==> config.mk <==
export PLATFORM = sky130hd
export DESIGN_NAME = condicionador_botoes_flat
export DESIGN_NICKNAME = d
export VERILOG_FILES = /design/src/rtl/condicionador_botoes_pkg.sv /design/src/rtl/condicionador_botoes_if.sv /design/src/rtl/condicionador_botoes_debounce_canal.sv /design/src/rtl/condicionador_botoes.sv /design/src/flat_wrapper.sv
export SDC_FILE = /design/constraint.sdc
export NUM_CORES = 1
export LEC_CHECK = 0
export BUFFER_PORTS_ARGS = -buffer_cell sky130_fd_sc_hd__buf_2
export CAP_MARGIN = 20
export CELL_PAD_IN_SITES_DETAIL_PLACEMENT = 0
export CELL_PAD_IN_SITES_GLOBAL_PLACEMENT = 1
export CORE_AREA = 2 2 159 161
export DETAILED_ROUTE_END_ITERATION = 6
export DIE_AREA = 0 0 161 163
export MAX_ROUTING_LAYER = met4
export PLACE_DENSITY = 0.81
export SETUP_SLACK_MARGIN = 0.5
export SLEW_MARGIN = 20
export SYNTH_ARGS = -nofsm -noshare
export SYNTH_HDL_FRONTEND = slang
export SYNTH_SLANG_ARGS = --single-unit
==> constraint.sdc <==
create_clock -name clk -period 15.4 [get_ports clk]
set_input_delay 1.54 -clock clk [delete_from_list [all_inputs] [get_ports clk]]
set_output_delay 1.54 -clock clk [all_outputs]
set_load 0.005 [all_outputs]
==> src/rtl/condicionador_botoes_pkg.sv <==
// Purpose: shared FSM state encoding and 50 MHz timing defaults for the button conditioner.
// Latency: none (constants and a helper function only).
// Backpressure: none; optional autorepeat is selected by CONDICIONADOR_AUTOREPEAT_EN.
package cond_botoes_pkg;

  // Per-channel debounce FSM states
  localparam logic [1:0] SOLTO          = 2'd0;
  localparam logic [1:0] CONFIRMA_PRESS = 2'd1;
  localparam logic [1:0] PRESSIONADO    = 2'd2;
  localparam logic [1:0] CONFIRMA_SOLTA = 2'd3;

  // Timing defaults at 50 MHz: 20 ms debounce, 500 ms first repeat, 200 ms repeat period
  localparam int DEBOUNCE_PADRAO       = 1000000;
  localparam int REPEAT_ATRASO_PADRAO  = 25000000;
  localparam int REPEAT_PERIODO_PADRAO = 10000000;

  // A channel reports "pressed" while held or while a release is still being confirmed
  function automatic logic estado_pressionado(input logic [1:0] estado);
    return (estado == PRESSIONADO) || (estado == CONFIRMA_SOLTA);
  endfunction

endpackage

==> src/rtl/condicionador_botoes_if.sv <==
// Purpose: bundles raw buttons, control inputs and conditioned outputs of the button conditioner.
// Latency: none (wires only).
// Backpressure: none; pulses are fire-and-forget single-cycle strobes.
interface condicionador_botoes_if #(
  parameter int N_BOTOES     = 8,
  parameter int LARGURA_CONT = 8
);
  logic [N_BOTOES-1:0]     botoes_raw;
  logic                    habilita;
  logic                    limpa_contagem;
  logic [N_BOTOES-1:0]     pulsos;
  logic [N_BOTOES-1:0]     estavel;
  logic [LARGURA_CONT-1:0] contagem_jogadas;
  logic                    contagem_cheia;

  modport master (
    output botoes_raw, habilita, limpa_contagem,
    input  pulsos, estavel, contagem_jogadas, contagem_cheia
  );

  modport slave (
    input  botoes_raw, habilita, limpa_contagem,
    output pulsos, estavel, contagem_jogadas, contagem_cheia
  );
endinterface

==> src/rtl/condicionador_botoes_debounce_canal.sv <==
// Purpose: one button channel: 2-flop sync, debounce FSM, press pulse (optional CONDICIONADOR_AUTOREPEAT_EN).
// Latency: pulse registered DEBOUNCE_CYCLES+3 edges after the edge that first samples a steady press.
// Backpressure: none; habilita only masks the pulse, the FSM always runs.
module debounce_canal
  import cond_botoes_pkg::*;
#(
  parameter int DEBOUNCE_CYCLES = DEBOUNCE_PADRAO,
  parameter int ATIVO_BAIXO     = 1
`ifdef CONDICIONADOR_AUTOREPEAT_EN
  ,
  parameter int REPEAT_ATRASO   = REPEAT_ATRASO_PADRAO,
  parameter int REPEAT_PERIODO  = REPEAT_PERIODO_PADRAO
`endif
) (
  input  logic clk,
  input  logic rst,
  input  logic raw,
  input  logic habilita,
  output logic pulso,
  output logic estavel
);

  localparam int CW = (DEBOUNCE_CYCLES > 1) ? $clog2(DEBOUNCE_CYCLES) : 1;
  localparam logic [CW-1:0] CNT_FIM = CW'(DEBOUNCE_CYCLES - 1);

  logic          sync1_q, sync1_d;
  logic          sync2_q, sync2_d;
  logic [1:0]    estado_q, estado_d;
  logic [CW-1:0] cnt_q, cnt_d;
  logic          pulso_q, pulso_d;
  logic          aceite;
  logic          s;

  // Inversion happens before the synchroniser so its reset value 0 means "released"
  assign sync1_d = (ATIVO_BAIXO != 0) ? ~raw : raw;
  assign sync2_d = sync1_q;
  assign s       = sync2_q;

  // Debounce FSM: a level change is accepted only after DEBOUNCE_CYCLES stable samples
  always_comb begin
    estado_d = estado_q;
    cnt_d    = cnt_q;
    aceite   = 1'b0;
    case (estado_q)
      SOLTO: begin
        if (s) begin
          estado_d = CONFIRMA_PRESS;
          cnt_d    = '0;
        end
      end
      CONFIRMA_PRESS: begin
        if (!s) begin
          estado_d = SOLTO;
          cnt_d    = '0;
        end else if (cnt_q == CNT_FIM) begin
          estado_d = PRESSIONADO;
          cnt_d    = '0;
          aceite   = 1'b1;
        end else begin
          cnt_d = cnt_q + 1'b1;
        end
      end
      PRESSIONADO: begin
        if (!s) begin
          estado_d = CONFIRMA_SOLTA;
          cnt_d    = '0;
        end
      end
      CONFIRMA_SOLTA: begin
        if (s) begin
          estado_d = PRESSIONADO;
          cnt_d    = '0;
        end else if (cnt_q == CNT_FIM) begin
          estado_d = SOLTO;
          cnt_d    = '0;
        end else begin
          cnt_d = cnt_q + 1'b1;
        end
      end
      default: begin
        estado_d = SOLTO;
        cnt_d    = '0;
      end
    endcase
  end

`ifdef CONDICIONADOR_AUTOREPEAT_EN
  localparam int RMAX = (REPEAT_ATRASO > REPEAT_PERIODO) ? REPEAT_ATRASO : REPEAT_PERIODO;
  localparam int RW   = (RMAX > 1) ? $clog2(RMAX) : 1;
  localparam logic [RW-1:0] ATRASO_FIM  = RW'(REPEAT_ATRASO - 1);
  localparam logic [RW-1:0] PERIODO_FIM = RW'(REPEAT_PERIODO - 1);

  logic [RW-1:0] rep_cnt_q, rep_cnt_d;
  logic          rep_fase_q, rep_fase_d;
  logic          repete;

  // Hold timer: first repeat after REPEAT_ATRASO, then every REPEAT_PERIODO while held
  always_comb begin
    rep_cnt_d  = rep_cnt_q;
    rep_fase_d = rep_fase_q;
    repete     = 1'b0;
    if (aceite) begin
      rep_cnt_d  = '0;
      rep_fase_d = 1'b0;
    end else if (estado_q == PRESSIONADO) begin
      if ((!rep_fase_q && rep_cnt_q == ATRASO_FIM) || (rep_fase_q && rep_cnt_q == PERIODO_FIM)) begin
        repete     = 1'b1;
        rep_cnt_d  = '0;
        rep_fase_d = 1'b1;
      end else begin
        rep_cnt_d = rep_cnt_q + 1'b1;
      end
    end
  end

  // Repeat timer state
  always_ff @(posedge clk or posedge rst) begin
    if (rst) begin
      rep_cnt_q  <= '0;
      rep_fase_q <= 1'b0;
    end else begin
      rep_cnt_q  <= rep_cnt_d;
      rep_fase_q <= rep_fase_d;
    end
  end

  assign pulso_d = (aceite | repete) & habilita;
`else
  // Enable is sampled on the acceptance cycle only, so re-enabling later never emits a late pulse
  assign pulso_d = aceite & habilita;
`endif

  // Synchroniser, FSM, counter and pulse register
  always_ff @(posedge clk or posedge rst) begin
    if (rst) begin
      sync1_q  <= 1'b0;
      sync2_q  <= 1'b0;
      estado_q <= SOLTO;
      cnt_q    <= '0;
      pulso_q  <= 1'b0;
    end else begin
      sync1_q  <= sync1_d;
      sync2_q  <= sync2_d;
      estado_q <= estado_d;
      cnt_q    <= cnt_d;
      pulso_q  <= pulso_d;
    end
  end

  assign pulso   = pulso_q;
  assign estavel = estado_pressionado(estado_q);

endmodule

==> src/rtl/condicionador_botoes.sv <==
// Purpose: conditions N_BOTOES raw buttons into press pulses plus a saturating move counter (CONDICIONADOR_AUTOREPEAT_EN optional).
// Latency: pulses DEBOUNCE_CYCLES+3 edges after first sample of a steady press; counter one edge later.
// Backpressure: none; habilita=0 suppresses pulses and counting while debouncing continues.
module condicionador_botoes
  import cond_botoes_pkg::*;
#(
  parameter int N_BOTOES        = 8,
  parameter int DEBOUNCE_CYCLES = DEBOUNCE_PADRAO,
  parameter int ATIVO_BAIXO     = 1,
  parameter int LARGURA_CONT    = 8
`ifdef CONDICIONADOR_AUTOREPEAT_EN
  ,
  parameter int REPEAT_ATRASO   = REPEAT_ATRASO_PADRAO,
  parameter int REPEAT_PERIODO  = REPEAT_PERIODO_PADRAO
`endif
) (
  input logic                  clk,
  input logic                  rst,
  condicionador_botoes_if.slave bus
);

  localparam logic [LARGURA_CONT-1:0] CONT_MAX = {LARGURA_CONT{1'b1}};

  logic [N_BOTOES-1:0]     pulsos_w;
  logic [N_BOTOES-1:0]     estavel_w;
  logic [LARGURA_CONT-1:0] cont_q, cont_d;

  for (genvar k = 0; k < N_BOTOES; k++) begin : g_canal
    debounce_canal #(
      .DEBOUNCE_CYCLES (DEBOUNCE_CYCLES),
      .ATIVO_BAIXO     (ATIVO_BAIXO)
`ifdef CONDICIONADOR_AUTOREPEAT_EN
      ,
      .REPEAT_ATRASO   (REPEAT_ATRASO),
      .REPEAT_PERIODO  (REPEAT_PERIODO)
`endif
    ) u_canal (
      .clk      (clk),
      .rst      (rst),
      .raw      (bus.botoes_raw[k]),
      .habilita (bus.habilita),
      .pulso    (pulsos_w[k]),
      .estavel  (estavel_w[k])
    );
  end

  // One move per cycle with any pulse; clear beats increment; saturate at all-ones
  always_comb begin
    cont_d = cont_q;
    if (bus.limpa_contagem) begin
      cont_d = '0;
    end else if ((|pulsos_w) && (cont_q != CONT_MAX)) begin
      cont_d = cont_q + 1'b1;
    end
  end

  // Move counter register
  always_ff @(posedge clk or posedge rst) begin
    if (rst) begin
      cont_q <= '0;
    end else begin
      cont_q <= cont_d;
    end
  end

  assign bus.pulsos           = pulsos_w;
  assign bus.estavel          = estavel_w;
  assign bus.contagem_jogadas = cont_q;
  assign bus.contagem_cheia   = (cont_q == CONT_MAX);

endmodule
==> src/flat_wrapper.sv <==
// flat-port wrapper written by rule: the top's interface ports become plain ports
module condicionador_botoes_flat import cond_botoes_pkg::*;
#(
  parameter int N_BOTOES        = 8,
  parameter int DEBOUNCE_CYCLES = DEBOUNCE_PADRAO,
  parameter int ATIVO_BAIXO     = 1,
  parameter int LARGURA_CONT    = 8

)
  (clk, rst, bus_botoes_raw, bus_habilita, bus_limpa_contagem, bus_pulsos, bus_estavel, bus_contagem_jogadas, bus_contagem_cheia);
  condicionador_botoes_if #(.N_BOTOES(N_BOTOES), .LARGURA_CONT(LARGURA_CONT)) bus_i ();
  input logic clk;
  input logic rst;
  input wire logic [$bits(bus_i.botoes_raw)-1:0] bus_botoes_raw;
  input wire logic [$bits(bus_i.habilita)-1:0] bus_habilita;
  input wire logic [$bits(bus_i.limpa_contagem)-1:0] bus_limpa_contagem;
  output wire logic [$bits(bus_i.pulsos)-1:0] bus_pulsos;
  output wire logic [$bits(bus_i.estavel)-1:0] bus_estavel;
  output wire logic [$bits(bus_i.contagem_jogadas)-1:0] bus_contagem_jogadas;
  output wire logic [$bits(bus_i.contagem_cheia)-1:0] bus_contagem_cheia;
  assign bus_i.botoes_raw = bus_botoes_raw;
  assign bus_i.habilita = bus_habilita;
  assign bus_i.limpa_contagem = bus_limpa_contagem;
  assign bus_pulsos = bus_i.pulsos;
  assign bus_estavel = bus_i.estavel;
  assign bus_contagem_jogadas = bus_i.contagem_jogadas;
  assign bus_contagem_cheia = bus_i.contagem_cheia;
  condicionador_botoes #(.N_BOTOES(N_BOTOES), .DEBOUNCE_CYCLES(DEBOUNCE_CYCLES), .ATIVO_BAIXO(ATIVO_BAIXO), .LARGURA_CONT(LARGURA_CONT)) u_core (.clk(clk), .rst(rst), .bus(bus_i));
endmodule
Word level (Yosys, flattened, before mapping)
Cells that the tools add are included.

Flip-flop bits (word level): 208. Bits of input ports: 12. Logic and storage cells: 297.

$add $sub $neg: 9. Equality and inequality tests: 66. Muxes and demuxes: 130. Bitwise operators: 16. Reduce and logical (&&, ||, !) cells: 35.

Operators with widths (number): 2-to-1 mux 20 bit (40); case mux 20 bit (4 select lines) (8); adder 20 x 1 -> 20 bit, second input constant (8); equality test 20 bit, second input constant (8); 2-to-1 mux 2 bit (48); case mux 2 bit (4 select lines) (8); inequality test 3 bit, second input constant (16); equality test 2 bit, second input constant (16); inequality test 2 bit, second input constant (16); AND reduction 4 bit (8); 2-to-1 mux 1 bit (24); equality test 2 x 1 -> 1 bit, second input constant (8); zero test 2 bit (8); 2-to-1 mux 8 bit (2); AND reduction 2 bit (8); adder 8 x 1 -> 8 bit, second input constant (1); bitwise AND 1 bit (8); equality test 8 bit, second input constant (1); logical OR 1 bit (8); inequality test 8 bit, second input constant (1); NOT 1 bit (8); OR reduction 8 bit (1); nonzero test 2 bit (1); logical AND 1 bit (1).

Longest topological paths before layout
Word-level depth: 5. Mapped depth: 8. Depth with buffers taken out: 6.

Hierarchy
Synthesis repeated with hierarchy kept, for this count alone.

Cell total of the unflattened synthesis: 1276. Area, all modules: 11746.3 um^2.

By module, submodules not included: debounce_canal (u_core.g_canal[1].u_canal ...) (times used 6, cells an instance 154, area an instance 1411.4 um^2, seq. area each 625.6 um^2); debounce_canal (u_core.g_canal[0].u_canal) (times used 1, cells an instance 154, area an instance 1401.3 um^2, seq. area each 625.6 um^2); debounce_canal (u_core.g_canal[7].u_canal) (times used 1, cells an instance 147, area an instance 1372.6 um^2, seq. area each 625.6 um^2); condicionador_botoes (times used 1, cells an instance 51, area an instance 504.2 um^2, seq. area each 200.2 um^2).

Worst setup path before layout
OpenSTA, ideal clock, no wires.

Path type: reg2out. Start: register u_core.cont_q[0], in the netlist u_core.bus.contagem_jogadas[0]. End: output bus_contagem_cheia. Arrival time: 995 ps. Data required time: 13860 ps. Path slack: 12865 ps. Cell stages (with the launch flop): 5. Path buffers: 0. Cell sequence: dfrtp_1 > ha_1 > and2_1 > nand4_1 > inv_1.

Word-level cells in the longest chain between the ends: 1.

Ends and longest elaborated chain: start: declaration (RTL line condicionador_botoes.sv:26) `logic [LARGURA_CONT-1:0] cont_q, cont_d;`; start signal: assignment (RTL line condicionador_botoes.sv:62) `cont_q <= cont_d;`; equality test 8 bit (RTL line condicionador_botoes.sv:69) `assign bus.contagem_cheia = (cont_q == CONT_MAX);`; end: declaration (RTL line flat_wrapper.sv:20) `output wire logic [$bits(bus_i.contagem_cheia)-1:0] bus_contagem_cheia;`.

Every way passes these cells.

Final worst setup path
Same ends and word-level chain as after synthesis.

==> impl_results.md <==
- Die Ht: 163 um
- Total Wirelength: 24200 um
- Cell Area, Synth: 0.0109 mm^2
- Drt drc: 0
- GP Congestion: 0.814
- Clock Path Buffers: 3
- TritonCTS clock tree: yes
- Cells on Worst Hold Path: 0
- Max Clock Freq: 310 MHz
- Logic gate share of total power: 0.271
- Clk slew on worst S/H paths: 0.05 ns
- R2R cell count: 5
- CP startpoint kind: register
- DIE AREA: 0.0262 mm^2
- Proportion of layout cells with a drive suffix above 1: 0.0975
- Fin Clk Skew: 0.0148 ns
- Post-cts repair resize count: 0
- Antenna-violating nets left: 0
- Met3 WL: 917 um
- Fin nets: 1216
- R2r startpoint: u_core.g_canal[4].u_canal.cnt_q[8]
- Most frequent cell after synthesis: dfrtp_1
- Hold Vio Cnt, Final: 0
- DRT Pass-1 Iters: 5
- DP Area: 0.0112 mm^2
- Worst hold path class: register to register
- Number of synthesized flops with an enable pin: 0
- Htree depth: 1
- Post-CTS Setup Inserts: 0
- Core area: 0.0247 mm^2
- Power share of the clock group: 0.346
- Setup violators final: 0
- CP Max Fanout: 7
- Status: finished clean
- DRT iter0 DRCs: 591
- PortBufs: 36
- Main combinational cell family by area after synthesis: simple AND/OR/NAND/NOR gates
- Compound-Gate Fraction of Synth Area: 0.179
- Overall Global Routing Usage: 0.193
- Leading area contributor after synthesis: dfrtp_1
- Initial antenna violation count: 0
- Critical path type: register to output port
- Mux cell area share after synthesis: 0.0149
- Synthesized net count: 1216
- Leakage: 0.00510 uW
- Critical Path RT: 13.86 ns
- Worst-path cell chain: ha_1 -> and2_1 -> nand4_1 -> inv_1 -> buf_2
- Number of primary I/O pins: 37
- Max rail drop VDD: 115 uV
- Number of global-route vias before repair: 8457
- Critical Path AT: 1.68 ns
- P_sw: 599 uW
- Type of element capturing the critical path: output port
- Via/cell ratio: 5.82
- Final worst path period need: 3.22 ns
- Max-cap violations: 0
- First-pass GRT wire length: 41800 um
- Antenna cell count: 0
- Post-Synth Adder-Cell Area: 0.0103
- Starting Density: 0.443
- RSZ-0062 raised after global routing: false
- Share of flip-flops with an asynchronous set or reset: 1.00
- Synth cell count leaders: dfrtp_1, nand2_1, nand3_1
- Yosys reg bits: 208
- Count of pins over their slew limit: 0
- Unique masters post-synth: 61
- Worst R2R Setup Slack: 13.11 ns
- Dpl hpwl: 15600 um
- Post-synthesis simple-gate area fraction: 0.246
- Min-delay src: u_core.g_canal[3].u_canal.sync1_q
- Clock Latency Late Sink: 0.52 ns
- Sequential share of power: 0.383
- CP max stage delay: 0.39 ns
- Final period util: 0.209
- Ys flop type: dfrtp_1
- Final critical-path setup slack: 12.18 ns
- Slowest-stage cell, CP: dfrtp_1
- Layout area overhead: 10.7%
- Die W: 161 um
- XOR/XNOR Fraction of Synth Area: 0.0241
- Setup TNS: 0 ns
- Hold WS: 0.345 ns
- Top routing layer in use: met4
- M1 WL: 11900 um
- Syn Area/Cell: 9.14 um^2
- # hold bufs at CTS: 0
- Vias: 8965
- DR WL/cell: 15.7 um
- Syn Inst Count: 1195
- Hold EP: u_core.g_canal[3].u_canal.s
- Row cnt: 58
- Sw Share: 0.350
- Top cells by area, synth: dfrtp_1, nand2_1, a31oi_1
- PwrDens: 141 mW/mm^2
- Final Cell Area: 0.0121 mm^2
- Pin count of the biggest net entering global routing: 139
- Sequential share of the synthesized area: 0.477
- Post-synth top area share: 0.477
- Grt ovf: 0
- Worst-Margin Slew: 0.985 ns
- Setup WS pre-CTS: 12.02 ns
- Root buffer cell: clkbuf_16
- Yosys warning count: 0
- TritonCTS sink count: 208
- Rel. slew slack: 0.344
- Pint: 1110 uW
- Met2 wire len: 11000 um
- Total CTS buffers: 24
-- cell usage in the layout (no fill, tap or decap), types with 19 or more instances in the layout --
master | netlist | layout
dfrtp_1 | 208 | 208
nand2_1 | 143 | 143
nand3_1 | 95 | 95
a31oi_1 | 82 | 81
a21oi_1 | 78 | 75
o21ai_0 | 63 | 63
nor2_1 | 54 | 53
inv_1 | 47 | 46
nand4_1 | 37 | 37
buf_2 | 20 | 36
nor3_1 | 35 | 35
a21o_1 | 26 | 26
clkbuf_16 | 0 | 25
nand2b_1 | 24 | 24
xor2_1 | 22 | 22
and3_1 | 19 | 19
nor4_1 | 19 | 19
-- kinds of logic (layout without fill, tap and decap cells) --
family	after synthesis	after routing
AND/OR/NAND/NOR	500	500
XOR/XNOR	30	30
adder cells (fa/ha/maj)	9	9
AO/OA/AOI/OAI	317	317
buffers and inverters	116	131
multiplexers	15	15
flip-flops	208	208
-- registers in the layout, indices dropped and copies added, names as in the netlist, named ones only --
signal                           count
u_core.g_canal.u_canal.s             8
u_core.g_canal.u_canal.cnt_q       160
u_core.g_canal.u_canal.sync1_q       8
u_core.g_canal.u_canal.pulso         8
u_core.g_canal.u_canal.estado_q      8
u_core.bus.contagem_jogadas          8
-- power by group through the flow --
| stage | registers [uW] | logic [uW] | clock network (uW) |
|---|---|---|---|
| floorplan | 647 | 383 | 0 |
| global placement | 661 | 453 | 0 |
| detailed placement | 663 | 463 | 0 |
| CTS | 653 | 466 | 608 |
| global route | 663 | 527 | 630 |
| finish | 654 | 464 | 591 |
-- per-stage QoR --
stage,util,total power (uW),cells
finish,0.490,1710,1540
global route,0.490,1820,1540
CTS,0.489,1730,1540
detailed placement,0.455,1130,1499
global placement,0.455,1110,1499
floorplan,-,1030,1195
-- metal layers --
layer,vias up,global-route usage
li1,4380,-
met1,4369,0.272
met2,182,0.300
met3,34,0.0244
met4,0,0.0459
met5,-,-
-- worst max-delay path by stage --
| stage | from | to | cells after the start |
|---|---|---|---|
| 3_5_place_dp | rst | u_core.g_canal[2].u_canal.cnt_q[4] | 3 |
| 3_3_place_gp | rst | u_core.g_canal[1].u_canal.cnt_q[18] | 3 |
| 4_1_cts | u_core.bus.contagem_jogadas[0] | bus_contagem_cheia | 5 |
| 5_1_grt | u_core.bus.contagem_jogadas[0] | bus_contagem_cheia | 5 |
| 2_1_floorplan | rst | async pin | 1 |
| 6_report | u_core.bus.contagem_jogadas[0] | bus_contagem_cheia | 5 |
-- area by class of cell --
type / instances / area, um^2
Sequential cell: 208 / 5200
Multi-Input combinational cell: 871 / 5220
Clock inverter: 6 / 85.1
Tap cell: 330 / 413
Fill cell: 2346 / 12600
Clock buffer: 35 / 753
Inverter: 47 / 184
Timing Repair Buffer: 43 / 233
-- critical path: cells and delay by family (launching register included) --
kind | cells | cell delay, ns
flops | 1 | 0.39
simple gates | 2 | 0.37
buf+inv | 2 | 0.21
fa+ha+maj | 1 | 0.20
No activity file was read; power rests on OpenSTA's default activity.
